`src/rtl/eth_latency_tracker_pkg.sv`:
```
// ============================================================================
// Module  : eth_latency_pkg
// Brief   : Shared defaults and record types for the ping latency tracker.
// Revision: 1.0 - initial release
// ============================================================================
`default_nettype none

package eth_latency_pkg;

  localparam int DEPTH_LOG2_DEF = 4;
  localparam int SEQ_W_DEF      = 16;
  localparam int TIME_W_DEF     = 64;
  localparam int CNT_W_DEF      = 32;

  // Records at the default widths; the tracker builds width-matched copies
  // from its own parameters.
  typedef struct packed {
    logic                  pending;
    logic [SEQ_W_DEF-1:0]  tag;
    logic [TIME_W_DEF-1:0] stamp;
  } slot_rec_t;

  typedef struct packed {
    logic [SEQ_W_DEF-1:0]  seq;
    logic [TIME_W_DEF-1:0] latency;
    logic                  timeout;
  } res_rec_t;

  localparam logic [TIME_W_DEF-1:0] LAT_MIN_INIT = '1;

endpackage

`default_nettype wire

```
`src/rtl/eth_latency_tracker_if.sv`:
```
// ============================================================================
// Module  : eth_latency_tracker_if
// Brief   : Probe tx/rx events and the result handshake of the latency tracker.
// Revision: 1.0 - initial release
// ============================================================================
`default_nettype none

interface eth_latency_tracker_if #(
  parameter int SEQ_W  = 16,
  parameter int TIME_W = 64
) ();

  logic              tx_valid;
  logic [SEQ_W-1:0]  tx_seq;
  logic              rx_valid;
  logic [SEQ_W-1:0]  rx_seq;
  logic              res_valid;
  logic              res_ready;
  logic [SEQ_W-1:0]  res_seq;
  logic [TIME_W-1:0] res_latency;
  logic              res_timeout;

  modport master (
    output tx_valid, tx_seq, rx_valid, rx_seq, res_ready,
    input  res_valid, res_seq, res_latency, res_timeout
  );

  modport slave (
    input  tx_valid, tx_seq, rx_valid, rx_seq, res_ready,
    output res_valid, res_seq, res_latency, res_timeout
  );

endinterface

`default_nettype wire

```
`src/rtl/eth_latency_tracker_stats.sv`:
```
// ============================================================================
// Module  : eth_latency_stats
// Brief   : Saturating statistics counters, min/max latency, optional sum
//           (lat_sum present when ETH_LATENCY_SUM_EN is defined).
// Revision: 1.0 - initial release
// ============================================================================
`default_nettype none

module eth_latency_stats #(
  parameter int TIME_W = 64,
  parameter int CNT_W  = 32
) (
  input  wire logic              clk,
  input  wire logic              rst,
  input  wire logic              stats_clear_i,
  input  wire logic              probe_inc_i,
  input  wire logic              echo_inc_i,
  input  wire logic [TIME_W-1:0] lat_i,
  input  wire logic [1:0]        lost_inc_i,
  input  wire logic              stray_inc_i,
  input  wire logic              drop_inc_i,
  output logic      [CNT_W-1:0]  probe_count_o,
  output logic      [CNT_W-1:0]  echo_count_o,
  output logic      [CNT_W-1:0]  lost_count_o,
  output logic      [CNT_W-1:0]  stray_count_o,
  output logic      [CNT_W-1:0]  drop_count_o,
  output logic      [TIME_W-1:0] lat_min_o,
  output logic      [TIME_W-1:0] lat_max_o
`ifdef ETH_LATENCY_SUM_EN
  ,
  output logic [TIME_W+CNT_W-1:0] lat_sum_o
`endif
);

  localparam int SUM_W = TIME_W + CNT_W;

  function automatic logic [CNT_W-1:0] sat_add(input logic [CNT_W-1:0] cnt, input logic [1:0] inc);
    logic [CNT_W:0] s;
    s = {1'b0, cnt} + (CNT_W+1)'(inc);
    return s[CNT_W] ? '1 : s[CNT_W-1:0];
  endfunction

  logic [CNT_W-1:0]  probe_q, probe_d, echo_q, echo_d, lost_q, lost_d;
  logic [CNT_W-1:0]  stray_q, stray_d, drop_q, drop_d;
  logic [TIME_W-1:0] min_q, min_d, max_q, max_d;
`ifdef ETH_LATENCY_SUM_EN
  logic [SUM_W-1:0]  sum_q, sum_d;
  logic [SUM_W:0]    sum_ext;
`endif

  always_comb begin
    probe_d = sat_add(probe_q, {1'b0, probe_inc_i});
    echo_d  = sat_add(echo_q, {1'b0, echo_inc_i});
    lost_d  = sat_add(lost_q, lost_inc_i);
    stray_d = sat_add(stray_q, {1'b0, stray_inc_i});
    drop_d  = sat_add(drop_q, {1'b0, drop_inc_i});
    min_d   = (echo_inc_i && lat_i < min_q) ? lat_i : min_q;
    max_d   = (echo_inc_i && lat_i > max_q) ? lat_i : max_q;
`ifdef ETH_LATENCY_SUM_EN
    sum_ext = {1'b0, sum_q} + (SUM_W+1)'(lat_i);
    sum_d   = sum_q;
    if (echo_inc_i) sum_d = sum_ext[SUM_W] ? '1 : sum_ext[SUM_W-1:0];
`endif
    // Clear wins over anything counted in the same cycle.
    if (stats_clear_i) begin
      probe_d = '0;
      echo_d  = '0;
      lost_d  = '0;
      stray_d = '0;
      drop_d  = '0;
      min_d   = '1;
      max_d   = '0;
`ifdef ETH_LATENCY_SUM_EN
      sum_d   = '0;
`endif
    end
  end

  always_ff @(posedge clk or posedge rst) begin
    if (rst) begin
      probe_q <= '0;
      echo_q  <= '0;
      lost_q  <= '0;
      stray_q <= '0;
      drop_q  <= '0;
      min_q   <= '1;
      max_q   <= '0;
`ifdef ETH_LATENCY_SUM_EN
      sum_q   <= '0;
`endif
    end else begin
      probe_q <= probe_d;
      echo_q  <= echo_d;
      lost_q  <= lost_d;
      stray_q <= stray_d;
      drop_q  <= drop_d;
      min_q   <= min_d;
      max_q   <= max_d;
`ifdef ETH_LATENCY_SUM_EN
      sum_q   <= sum_d;
`endif
    end
  end

  assign probe_count_o = probe_q;
  assign echo_count_o  = echo_q;
  assign lost_count_o  = lost_q;
  assign stray_count_o = stray_q;
  assign drop_count_o  = drop_q;
  assign lat_min_o     = min_q;
  assign lat_max_o     = max_q;
`ifdef ETH_LATENCY_SUM_EN
  assign lat_sum_o     = sum_q;
`endif

endmodule

`default_nettype wire

```
`src/rtl/eth_latency_tracker.sv`:
```
// ============================================================================
// Module  : eth_latency_tracker
// Brief   : Multi-outstanding probe table, timeout scanner and result register.
//           Optional lat_sum output when ETH_LATENCY_SUM_EN is defined.
// Revision: 1.0 - initial release
// ============================================================================
`default_nettype none

module eth_latency_tracker
  import eth_latency_pkg::*;
#(
  parameter int DEPTH_LOG2 = DEPTH_LOG2_DEF,
  parameter int SEQ_W      = SEQ_W_DEF,
  parameter int TIME_W     = TIME_W_DEF,
  parameter int CNT_W      = CNT_W_DEF
) (
  input  wire logic              clk,
  input  wire logic              rst,
  input  wire logic [TIME_W-1:0] current_time,
  input  wire logic              time_running,
  input  wire logic [TIME_W-1:0] timeout,
  input  wire logic              stats_clear,
  eth_latency_tracker_if.slave   bus,
  output logic      [CNT_W-1:0]  probe_count,
  output logic      [CNT_W-1:0]  echo_count,
  output logic      [CNT_W-1:0]  lost_count,
  output logic      [CNT_W-1:0]  stray_count,
  output logic      [CNT_W-1:0]  drop_count,
  output logic      [TIME_W-1:0] lat_min,
  output logic      [TIME_W-1:0] lat_max
`ifdef ETH_LATENCY_SUM_EN
  ,
  output logic [TIME_W+CNT_W-1:0] lat_sum
`endif
);

  localparam int SLOTS = 2**DEPTH_LOG2;

  typedef struct packed {
    logic              pending;
    logic [SEQ_W-1:0]  tag;
    logic [TIME_W-1:0] stamp;
  } slot_t;

  typedef struct packed {
    logic [SEQ_W-1:0]  seq;
    logic [TIME_W-1:0] latency;
    logic              timeout;
  } res_t;

  slot_t                 table_q [SLOTS];
  slot_t                 table_d [SLOTS];
  logic [DEPTH_LOG2-1:0] scan_ptr_q, scan_ptr_d;
  res_t                  res_q, res_d;
  logic                  res_valid_q, res_valid_d;

  logic [DEPTH_LOG2-1:0] w_rx_slot, w_tx_slot;
  slot_t                 w_rx_ent, w_scan_ent;
  logic [TIME_W-1:0]     w_rx_lat, w_scan_age;
  logic                  w_rx_act, w_tx_act, w_rx_hit, w_scan_hit, w_can_load;
  logic                  w_rx_load, w_scan_load, w_tx_over;

  always_comb begin
    w_rx_slot   = bus.rx_seq[DEPTH_LOG2-1:0];
    w_tx_slot   = bus.tx_seq[DEPTH_LOG2-1:0];
    w_rx_act    = time_running && bus.rx_valid;
    w_tx_act    = time_running && bus.tx_valid;
    w_rx_ent    = table_q[w_rx_slot];
    w_scan_ent  = table_q[scan_ptr_q];
    w_rx_lat    = current_time - w_rx_ent.stamp;
    w_scan_age  = current_time - w_scan_ent.stamp;
    w_rx_hit    = w_rx_act && w_rx_ent.pending && (w_rx_ent.tag == bus.rx_seq);
    w_scan_hit  = time_running && w_scan_ent.pending && (w_scan_age > timeout) &&
                  !(w_rx_hit && (w_rx_slot == scan_ptr_q));
    w_can_load  = !res_valid_q || bus.res_ready;
    w_rx_load   = w_rx_hit && w_can_load;
    w_scan_load = w_scan_hit && w_can_load && !w_rx_hit;
    // An overwrite only loses a probe if the slot is still pending after this cycle's rx/scan clear.
    w_tx_over   = w_tx_act && table_q[w_tx_slot].pending &&
                  !(w_rx_hit && (w_rx_slot == w_tx_slot)) &&
                  !(w_scan_load && (scan_ptr_q == w_tx_slot));

    for (int i = 0; i < SLOTS; i++) begin
      table_d[i] = table_q[i];
      if ((w_rx_hit && (w_rx_slot == DEPTH_LOG2'(i))) ||
          (w_scan_load && (scan_ptr_q == DEPTH_LOG2'(i))))
        table_d[i].pending = 1'b0;
      if (w_tx_act && (w_tx_slot == DEPTH_LOG2'(i)))
        table_d[i] = '{pending: 1'b1, tag: bus.tx_seq, stamp: current_time};
    end

    scan_ptr_d = scan_ptr_q;
    if (time_running && !(w_scan_hit && !w_scan_load))
      scan_ptr_d = scan_ptr_q + 1'b1;

    res_d       = res_q;
    res_valid_d = res_valid_q && !bus.res_ready;
    if (w_rx_load) begin
      res_d       = '{seq: bus.rx_seq, latency: w_rx_lat, timeout: 1'b0};
      res_valid_d = 1'b1;
    end else if (w_scan_load) begin
      res_d       = '{seq: w_scan_ent.tag, latency: '0, timeout: 1'b1};
      res_valid_d = 1'b1;
    end
  end

  always_ff @(posedge clk or posedge rst) begin
    if (rst) begin
      for (int i = 0; i < SLOTS; i++) table_q[i] <= '0;
      scan_ptr_q  <= '0;
      res_q       <= '0;
      res_valid_q <= 1'b0;
    end else begin
      for (int i = 0; i < SLOTS; i++) table_q[i] <= table_d[i];
      scan_ptr_q  <= scan_ptr_d;
      res_q       <= res_d;
      res_valid_q <= res_valid_d;
    end
  end

  assign bus.res_valid   = res_valid_q;
  assign bus.res_seq     = res_q.seq;
  assign bus.res_latency = res_q.latency;
  assign bus.res_timeout = res_q.timeout;

  eth_latency_stats #(
    .TIME_W (TIME_W),
    .CNT_W  (CNT_W)
  ) u_stats (
    .clk           (clk),
    .rst           (rst),
    .stats_clear_i (stats_clear),
    .probe_inc_i   (w_tx_act),
    .echo_inc_i    (w_rx_hit),
    .lat_i         (w_rx_lat),
    .lost_inc_i    ({1'b0, w_tx_over} + {1'b0, w_scan_load}),
    .stray_inc_i   (w_rx_act && !w_rx_hit),
    .drop_inc_i    (w_rx_hit && !w_can_load),
    .probe_count_o (probe_count),
    .echo_count_o  (echo_count),
    .lost_count_o  (lost_count),
    .stray_count_o (stray_count),
    .drop_count_o  (drop_count),
    .lat_min_o     (lat_min),
    .lat_max_o     (lat_max)
`ifdef ETH_LATENCY_SUM_EN
    ,
    .lat_sum_o     (lat_sum)
`endif
  );

endmodule

`default_nettype wire
```
`src/flat_wrapper.sv`:
```
// flat-port wrapper written by rule: the top's interface ports become plain ports
module eth_latency_tracker_flat import eth_latency_pkg::*;
#(
  parameter int DEPTH_LOG2 = DEPTH_LOG2_DEF,
  parameter int SEQ_W      = SEQ_W_DEF,
  parameter int TIME_W     = TIME_W_DEF,
  parameter int CNT_W      = CNT_W_DEF
)
  (clk, rst, current_time, time_running, timeout, stats_clear, probe_count, echo_count, lost_count, stray_count, drop_count, lat_min, lat_max, bus_tx_valid, bus_tx_seq, bus_rx_valid, bus_rx_seq, bus_res_ready, bus_res_valid, bus_res_seq, bus_res_latency, bus_res_timeout);
  eth_latency_tracker_if #(.SEQ_W(SEQ_W), .TIME_W(TIME_W)) bus_i ();
  input  wire logic clk;
  input  wire logic rst;
  input  wire logic [TIME_W-1:0] current_time;
  input  wire logic time_running;
  input  wire logic [TIME_W-1:0] timeout;
  input  wire logic stats_clear;
  output logic      [CNT_W-1:0] probe_count;
  output logic      [CNT_W-1:0] echo_count;
  output logic      [CNT_W-1:0] lost_count;
  output logic      [CNT_W-1:0] stray_count;
  output logic      [CNT_W-1:0] drop_count;
  output logic      [TIME_W-1:0] lat_min;
  output logic      [TIME_W-1:0] lat_max;
  input wire logic [$bits(bus_i.tx_valid)-1:0] bus_tx_valid;
  input wire logic [$bits(bus_i.tx_seq)-1:0] bus_tx_seq;
  input wire logic [$bits(bus_i.rx_valid)-1:0] bus_rx_valid;
  input wire logic [$bits(bus_i.rx_seq)-1:0] bus_rx_seq;
  input wire logic [$bits(bus_i.res_ready)-1:0] bus_res_ready;
  output wire logic [$bits(bus_i.res_valid)-1:0] bus_res_valid;
  output wire logic [$bits(bus_i.res_seq)-1:0] bus_res_seq;
  output wire logic [$bits(bus_i.res_latency)-1:0] bus_res_latency;
  output wire logic [$bits(bus_i.res_timeout)-1:0] bus_res_timeout;
  assign bus_i.tx_valid = bus_tx_valid;
  assign bus_i.tx_seq = bus_tx_seq;
  assign bus_i.rx_valid = bus_rx_valid;
  assign bus_i.rx_seq = bus_rx_seq;
  assign bus_i.res_ready = bus_res_ready;
  assign bus_res_valid = bus_i.res_valid;
  assign bus_res_seq = bus_i.res_seq;
  assign bus_res_latency = bus_i.res_latency;
  assign bus_res_timeout = bus_i.res_timeout;
  eth_latency_tracker #(.DEPTH_LOG2(DEPTH_LOG2), .SEQ_W(SEQ_W), .TIME_W(TIME_W), .CNT_W(CNT_W)) u_core (.clk(clk), .rst(rst), .current_time(current_time), .time_running(time_running), .timeout(timeout), .stats_clear(stats_clear), .bus(bus_i), .probe_count(probe_count), .echo_count(echo_count), .lost_count(lost_count), .stray_count(stray_count), .drop_count(drop_count), .lat_min(lat_min), .lat_max(lat_max));
endmodule
```
`config.mk`:
```
export PLATFORM = sky130hd
export DESIGN_NAME = eth_latency_tracker_flat
export DESIGN_NICKNAME = d
export VERILOG_FILES = /design/src/rtl/eth_latency_tracker_pkg.sv /design/src/rtl/eth_latency_tracker_if.sv /design/src/rtl/eth_latency_tracker_stats.sv /design/src/rtl/eth_latency_tracker.sv /design/src/flat_wrapper.sv
export SDC_FILE = /design/constraint.sdc
export NUM_CORES = 2
export LEC_CHECK = 0
export BUFFER_PORTS_ARGS = -buffer_cell sky130_fd_sc_hd__buf_2
export CORE_MARGIN = 5
export CORE_UTILIZATION = 62
export CTS_CLUSTER_SIZE = 12
export DETAILED_ROUTE_END_ITERATION = 10
export PLACE_DENSITY = 0.8
export RECOVER_POWER = 50
export SETUP_SLACK_MARGIN = 0.02
export SLEW_MARGIN = 20
export SYNTH_ARGS = -nofsm -noshare
export SYNTH_HDL_FRONTEND = slang
export SYNTH_HIERARCHICAL = 1
export SYNTH_SLANG_ARGS = --single-unit
```
`constraint.sdc`:
```
create_clock -name clk -period 50.5 [get_ports clk]
set_input_delay 0 -clock clk [delete_from_list [all_inputs] [get_ports clk]]
set_output_delay 0 -clock clk [all_outputs]
set_load 0.02 [all_outputs]
```
After elaboration in Yosys (flattened, before gate mapping)
Cells that the tools add are included.
{"block": "classes", "n_lt_le_gt_ge": 6, "reduce_logical": 119, "bitwise": 3, "add_sub_neg": 9, "muxes": 59, "eq_ne": 49}
{"operator": "$mux 81", "count": 24}
{"operator": "$bmux 81 s4", "count": 3}
{"operator": "$mux 32", "count": 10}
{"operator": "$mux 64", "count": 4}
{"operator": "$add 32x1->33", "count": 4}
{"operator": "$gt 64x64->1", "count": 2}
{"operator": "$sub 64x64->64", "count": 2}
{"operator": "$eq 4x4->1 const B", "count": 24}
{"operator": "$logic_and 1x1->1", "count": 71}
{"operator": "$lt 64x64->1", "count": 1}
{"operator": "$eq 4x3->1 const B", "count": 12}
{"operator": "$reduce_bool 2->1", "count": 19}
{"operator": "$add 32x2->33", "count": 1}
{"operator": "$eq 4x2->1 const B", "count": 6}
{"operator": "$mux 1", "count": 18}
{"operator": "$logic_or 1x1->1", "count": 17}
{"operator": "$eq 16x16->1", "count": 1}
{"operator": "$ge 5x5->1 const B", "count": 3}
{"operator": "$not 4->5", "count": 3}
{"operator": "$eq 4x1->1 const B", "count": 3}
{"operator": "$eq 4x4->1", "count": 3}
{"operator": "$logic_not 4->1", "count": 3}
{"operator": "$logic_not 1->1", "count": 9}
{"operator": "$add 4x1->4 const B", "count": 1}
{"operator": "$add 1x1->2", "count": 1}
{"block": "word_totals", "reg_bits": 1670, "output_inout_bits": 370, "word_cells": 305, "input_bits": 167}

Depth between registers and ports, before layout
{"block": "logic_depth", "word_depth": 18, "ltp_mapped": 43, "ltp_nobuf": 36}

Modules after synthesis
The synthesis kept the hierarchy.
{"module": "eth_latency_tracker", "area_per_inst_um2": 80423.4, "cells_per_inst": 5723, "seq_area_each_um2": 34583.2, "instances": 1}
{"module": "eth_latency_stats", "area_per_inst_um2": 17221.5, "cells_per_inst": 1815, "seq_area_each_um2": 7287.0, "instances": 1}

Worst setup path before layout
Ideal clock, no wire load.
{"block": "synth_timing", "kind": "register to register", "from": "register u_core.scan_ptr_q[0]", "to": "register u_core.u_stats.lost_q[10], in the netlist u_core/u_stats/lost_count_o[10]", "arrival_time_ns": 10.289, "required_ns": 50.422, "synth_period_minus_slack_ns": 10.367, "path_slack_ns": 40.133, "setup_time_ns": 0.078, "n_path_buf": 9, "path_stages_with_launch": 43, "cell_sequence": "dfrtp_1 > buf_2 > buf_2 > buf_1 > clkbuf_1 > buf_1 > mux4_2 > mux4_2 > inv_1 > ha_1 > clkbuf_1 > nand3_1 > or3_1 > or4_1 > o221a_2 > a21oi_1 > nor2_1 > o211ai_1 > (+7 left out) > or3_1 > o21bai_1 > a31o_2 > nor3_2 > buf_6 > a221oi_1 > ha_1 > ha_1 > inv_1 > fa_1 > and3b_1 > and3_1 > clkbuf_1 > nand4_1 > nor3_1 > nand4_1 > clkbuf_1 > a21oi_1"}
{"block": "synth_via", "elab_chain_cells": 17, "word_cells_on_any_way": 22, "classes_between": "3 x add/sub; 1 x order compare; 2 x eq/ne; 5 x mux; 1 x bitwise; 10 x reduce/logical"}
{"item": "from (decl)", "line": "eth_latency_tracker.sv:53", "text": "logic [DEPTH_LOG2-1:0] scan_ptr_q, scan_ptr_d;"}
{"item": "from (signal assigned)", "line": "eth_latency_tracker.sv:115", "text": "scan_ptr_q <= scan_ptr_d;"}
{"item": "$not 4->5 (implied by the code)", "line": "eth_latency_tracker.sv:69", "text": "w_scan_ent = table_q[scan_ptr_q];"}
{"item": "$bmux 81 s4", "line": "eth_latency_tracker.sv:69"}
{"item": "$mux 81 (implied by the code) (2 in a row)", "line": "eth_latency_tracker.sv:69"}
{"item": "$sub 64x64->64", "line": "eth_latency_tracker.sv:71", "text": "w_scan_age = current_time - w_scan_ent.stamp;"}
{"item": "$gt 64x64->1", "line": "eth_latency_tracker.sv:73", "text": "w_scan_hit = time_running && w_scan_ent.pending && (w_scan_age > timeout) &&"}
{"item": "$logic_and 1x1->1 (2 in a row)", "line": "eth_latency_tracker.sv:73"}
{"item": "$logic_and 1x1->1 (2 in a row)", "line": "eth_latency_tracker.sv:77", "text": "w_scan_load = w_scan_hit && w_can_load && !w_rx_hit;"}
{"item": "$logic_and 1x1->1", "line": "eth_latency_tracker.sv:81", "text": "!(w_scan_load && (scan_ptr_q == w_tx_slot));"}
{"item": "$logic_not 1->1", "line": "eth_latency_tracker.sv:81"}
{"item": "$logic_and 1x1->1", "line": "eth_latency_tracker.sv:80", "text": "!(w_rx_hit && (w_rx_slot == w_tx_slot)) &&"}
{"item": "$add 1x1->2 (*)", "line": "eth_latency_tracker.sv:136", "text": ".lost_inc_i ({1'b0, w_tx_over} + {1'b0, w_scan_load}),"}
{"item": "$add 32x2->33 (*)", "line": "eth_latency_tracker_stats.sv:39", "text": "s = {1'b0, cnt} + (CNT_W+1)'(inc);"}
{"item": "$mux 32 (*)", "line": "eth_latency_tracker_stats.sv:40", "text": "return s[CNT_W] ? '1 : s[CNT_W-1:0];"}
{"item": "$mux 32 (*)", "line": "eth_latency_tracker_stats.sv:65", "text": "if (stats_clear_i) begin"}
{"item": "named net u_core.u_stats.lost_d[10]", "line": "eth_latency_tracker_stats.sv:43", "text": "logic [CNT_W-1:0] probe_q, probe_d, echo_q, echo_d, lost_q, lost_d;"}
{"item": "to (signal assigned)", "line": "eth_latency_tracker_stats.sv:94", "text": "lost_q <= lost_d;"}
{"item": "to (decl)", "line": "eth_latency_tracker_stats.sv:43"}
Mark *: on every way through the listed nets, which the timed path passes. The rest lies on a longest branch. The select of a mux whose other input is x is not followed.
A chain may end at the register's enable or synchronous reset.

Worst setup path after layout
{"block": "layout_timing", "from": "register u_core.scan_ptr_q[0]", "to": "register u_core.u_stats.lost_q[18], in the netlist u_core/u_stats/lost_count_o[18]"}
The elaborated chain is that of the path after synthesis.

==> key figures <==
STA
  – Endpoints failing hold: 1
  – Setup_tns: 0 ps
  – Slew HR: -445%
  – Period utilization: 26.3%
  – Slew Viols, Final: 1737
  – Fin crit period: 13270 ps
  – Fmax: 75.4 MHz
  – Hold_ws: -33.8 ps
  – RSZ-0062 raised after global routing: no
  – Worst Setup Slack, final: 37230 ps
  – Slew @ Worst Pin: 8170 ps
  – # setup viols final: 0
  – Layout Skew: 31.2 ps

Power
  – VDD IR max: 0.0495 mV
  – Final Power: 5500 uW
  – Power per cell area: 51.0 mW/mm^2
  – Pleak: 0.0469 uW

Critical path
  – Critical path type: flip-flop to flip-flop
  – CP Launch Point: u_core/scan_ptr_q[0]
  – CP Capture Point: u_core/u_stats/lost_count_o[18]
  – CP dominant cell by count: ha_1
  – Reg2reg path depth: 40
  – RR Endpoint: u_core/u_stats/lost_count_o[18]
  – Crit Path Max Fanout: 101
  – WP data arrival: 13990 ps
  – Highest-delay cell along the critical path: buf_4
  – Worst R2R Start: u_core/scan_ptr_q[0]
  – R2R Setup Slk: 37230 ps
  – Worst Setup Start Kind: flip-flop
  – CP max stage delay: 870 ps
  – Worst path required time: 51220 ps
  – Crit end category: flip-flop

Job
  – Max Cap Viol: 39

Status
  – Failing checks: hold timing, capacitance limit, slew limit
  – Status: finished, violations left

Routing
  – Initial DRT Pass Iterations: 6
  – DR iter-0 viols: 8522
  – DRC Markers: 0
  – DRT antenna net count: 0
  – Drt via density: 6.96
  – Via total after detailed routing: 70.4k
  – WL/cell: 29.6 um
  – Detailed Route WL: 300000 um

Floorplanning
  – Rows: 145
  – Core Region: 0.156 sq mm
  – Die Area: 0.166 sq mm
  – Die width: 407 um
  – Starting Density: 62.4%
  – Die height: 407 um
  – Total I/O pin count: 537

Synthesis
  – Largest area contributor in the netlist: dfrtp_1
  – Post-Synthesis Cells: 7538
  – Post-synthesis sequential area ratio: 42.9%
  – Cell area after synthesis: 0.0976 sq mm
  – Number of synthesized flops with an enable pin: 0
  – Synth Area per Inst: 13.0 sq um
  – Synthesized Nets: 8040
  – Yosys Warn Count: 6
  – Ys async rst share: 100%
  – Share of the synthesized area in the top cell type: 41.2%
  – Prevailing post-synth register cell: dfrtp_1
  – Netlist cell types: 85
  – Synth Register Bits: 1670
  – Largest cells by area after synthesis: dfrtp_1, mux4_2, mux2_2, ha_1, a21oi_1

Clocking
  – Root Buffer: clkbuf_16
  – Num CTS Buffers: 174
  – H-tree depth: 4
  – Clk pin slew, worst setup/hold paths: 60 ps
  – CTS tree: done
  – Worst-Skew Late Latency: 830 ps
  – Sink Count: 1670
  – CTS max path bufs: 3

GRT
  – First-pass GRT wire length: 451000 um
  – Initial antenna violation count: 17
  – Overflow after GRT: 0
  – Number of global-route vias before repair: 72.0k
  – Largest net degree at the start of global routing: 223
  – GRT Util Overall: 36.1%

Cells and area
  – Area grow syn2layout: 10.4%
  – Nets@finish: 8430
  – Most frequent cells in the layout: dfrtp_1, mux2_2, mux4_2
  – Non-filler instance count after layout: 10.1k
  – Share of layout cells above drive strength 1: 32.8%
  – Most common cell after layout, fill and taps aside: dfrtp_1
  – Multi-input logic area: 0.0520 sq mm
  – Filler cells: 10.8k
  – Sequential standard cell area: 0.0419 sq mm

Hold path
  – Hold/Removal Path Class: primary input to flip-flop
  – Min-delay src: bus_tx_valid

Placed design
  – DP HPWL: 194000 um
  – Dpl ws: 36900 ps
  – RePlAce Congestion: 0.981
  – Port Buffer Count: 536
  – Dpl cells: 9699
-- report_power, final --
group          leakage (uW)  internal (uW)  switching (uW)  total, uW
logic                0.0227           1170            1330       2490
clock network       0.00270            713             549       1260
registers            0.0215           1550             192       1740
total                0.0469           3430            2070       5500
-- metal layers --
layer	vias to the layer above	global-route usage (%)	wire (um)
met4	2	18.0	16700
met3	941	12.3	36600
met5	-	0	13
met2	4287	54.4	135000
li1	28900	-	-
met1	36300	47.2	111000
-- cells by family after synthesis --
logic type	synth area share, %
compound gates	6.09
xor+xnor	2.40
fa+ha+maj	4.32
buf+inv	3.97
flops	42.9
mux	34.0
simple gates	6.30
-- critical path, delay by kind of cell (launching register included) --
| family | cells | cell delay (ps) |
|---|---|---|
| AND/OR/NAND/NOR | 13 | 3100 |
| AO/OA/AOI/OAI | 11 | 3350 |
| multiplexers | 2 | 1060 |
| buffers and inverters | 7 | 3060 |
| adder cells (fa/ha/maj) | 6 | 1470 |
| XOR/XNOR | 1 | 170 |
| flip-flops | 1 | 600 |
-- cell type report --
cell class / instances / area share (%)
tap: 2058 / 2.39
timing repair buffer: 762 / 3.93
clock buffer: 271 / 4.84
multi-input combinational: 4909 / 48.2
clock inverter: 30 / 0.281
sequential: 1670 / 38.9
antenna: 13 / 0.0302
inverter: 411 / 1.43
-- what timing repair did --
item | CTS | global route
resized for setup | 0 | 0
hold buffers | 107 | 1
buffers inserted | 0 | 0
hold endpoints to repair | 1597 | 23
-- sequential cells by signal (all words and copies together), names as in the netlist --
register                      count
u_core/u_stats/probe_count_o     32
u_core/u_stats/lat_min_o         64
u_core/bus.res_timeout            1
u_core/bus.res_valid              1
u_core/u_stats/echo_count_o      32
u_core/bus.res_latency           64
u_core/u_stats/drop_count_o      32
u_core/u_stats/lat_max_o         64
u_core/bus.res_seq               16
u_core/scan_ptr_q                 4
u_core/u_stats/stray_count_o     32
u_core/table_q                 1296
u_core/u_stats/lost_count_o      32
-- cells in the mapped netlist (8+ instances only) --
master and n:
dfstp_2 64, a211oi_1 27, a21o_1 111, nor3_1 38, mux2i_1 172, o31ai_1 16, nor2_1 325, and3_1 54
ha_1 332, and4_1 17, a22oi_1 14, inv_1 405, xnor2_1 149, a21oi_1 363, nor4_1 23, or2_2 32
nand2_1 188, a21boi_0 11, or3_1 20, nor2b_1 48, and2_1 46, mux2_2 1216, nand4_1 100, buf_1 75
o21ai_0 121, a31oi_1 32, buf_6 17, o21bai_1 22, nand2b_1 157, buf_2 35, mux4_2 791, xor2_1 119
a221oi_1 8, o21a_1 23, clkbuf_1 412, a22o_1 64, nor3b_1 12, nand3b_1 8, o211ai_1 24, nand3_1 118
dfrtp_1 1606
-- per-stage QoR --
step | instance area [sq um] | util, %
floorplan | 97600 | -
global placement | 102000 | 65.1
detailed placement | 102000 | 65.1
CTS | 108000 | 69.3
global route | 108000 | 68.9
finish | 108000 | 68.9
-- how the worst min path moves through the flow --
stage	endpoint	slack [ps]	cells after the start
2_1_floorplan	u_core/table_q[889]	150	1
3_3_place_gp	u_core/bus.res_seq[10]	300	3
3_5_place_dp	u_core/bus.res_seq[10]	320	3
4_1_cts	u_core/bus.res_seq[5]	3	4
5_1_grt	u_core/table_q[876]	-30	5
6_report	u_core/table_q[876]	-30	5
No activity file was read; power rests on OpenSTA's default activity.
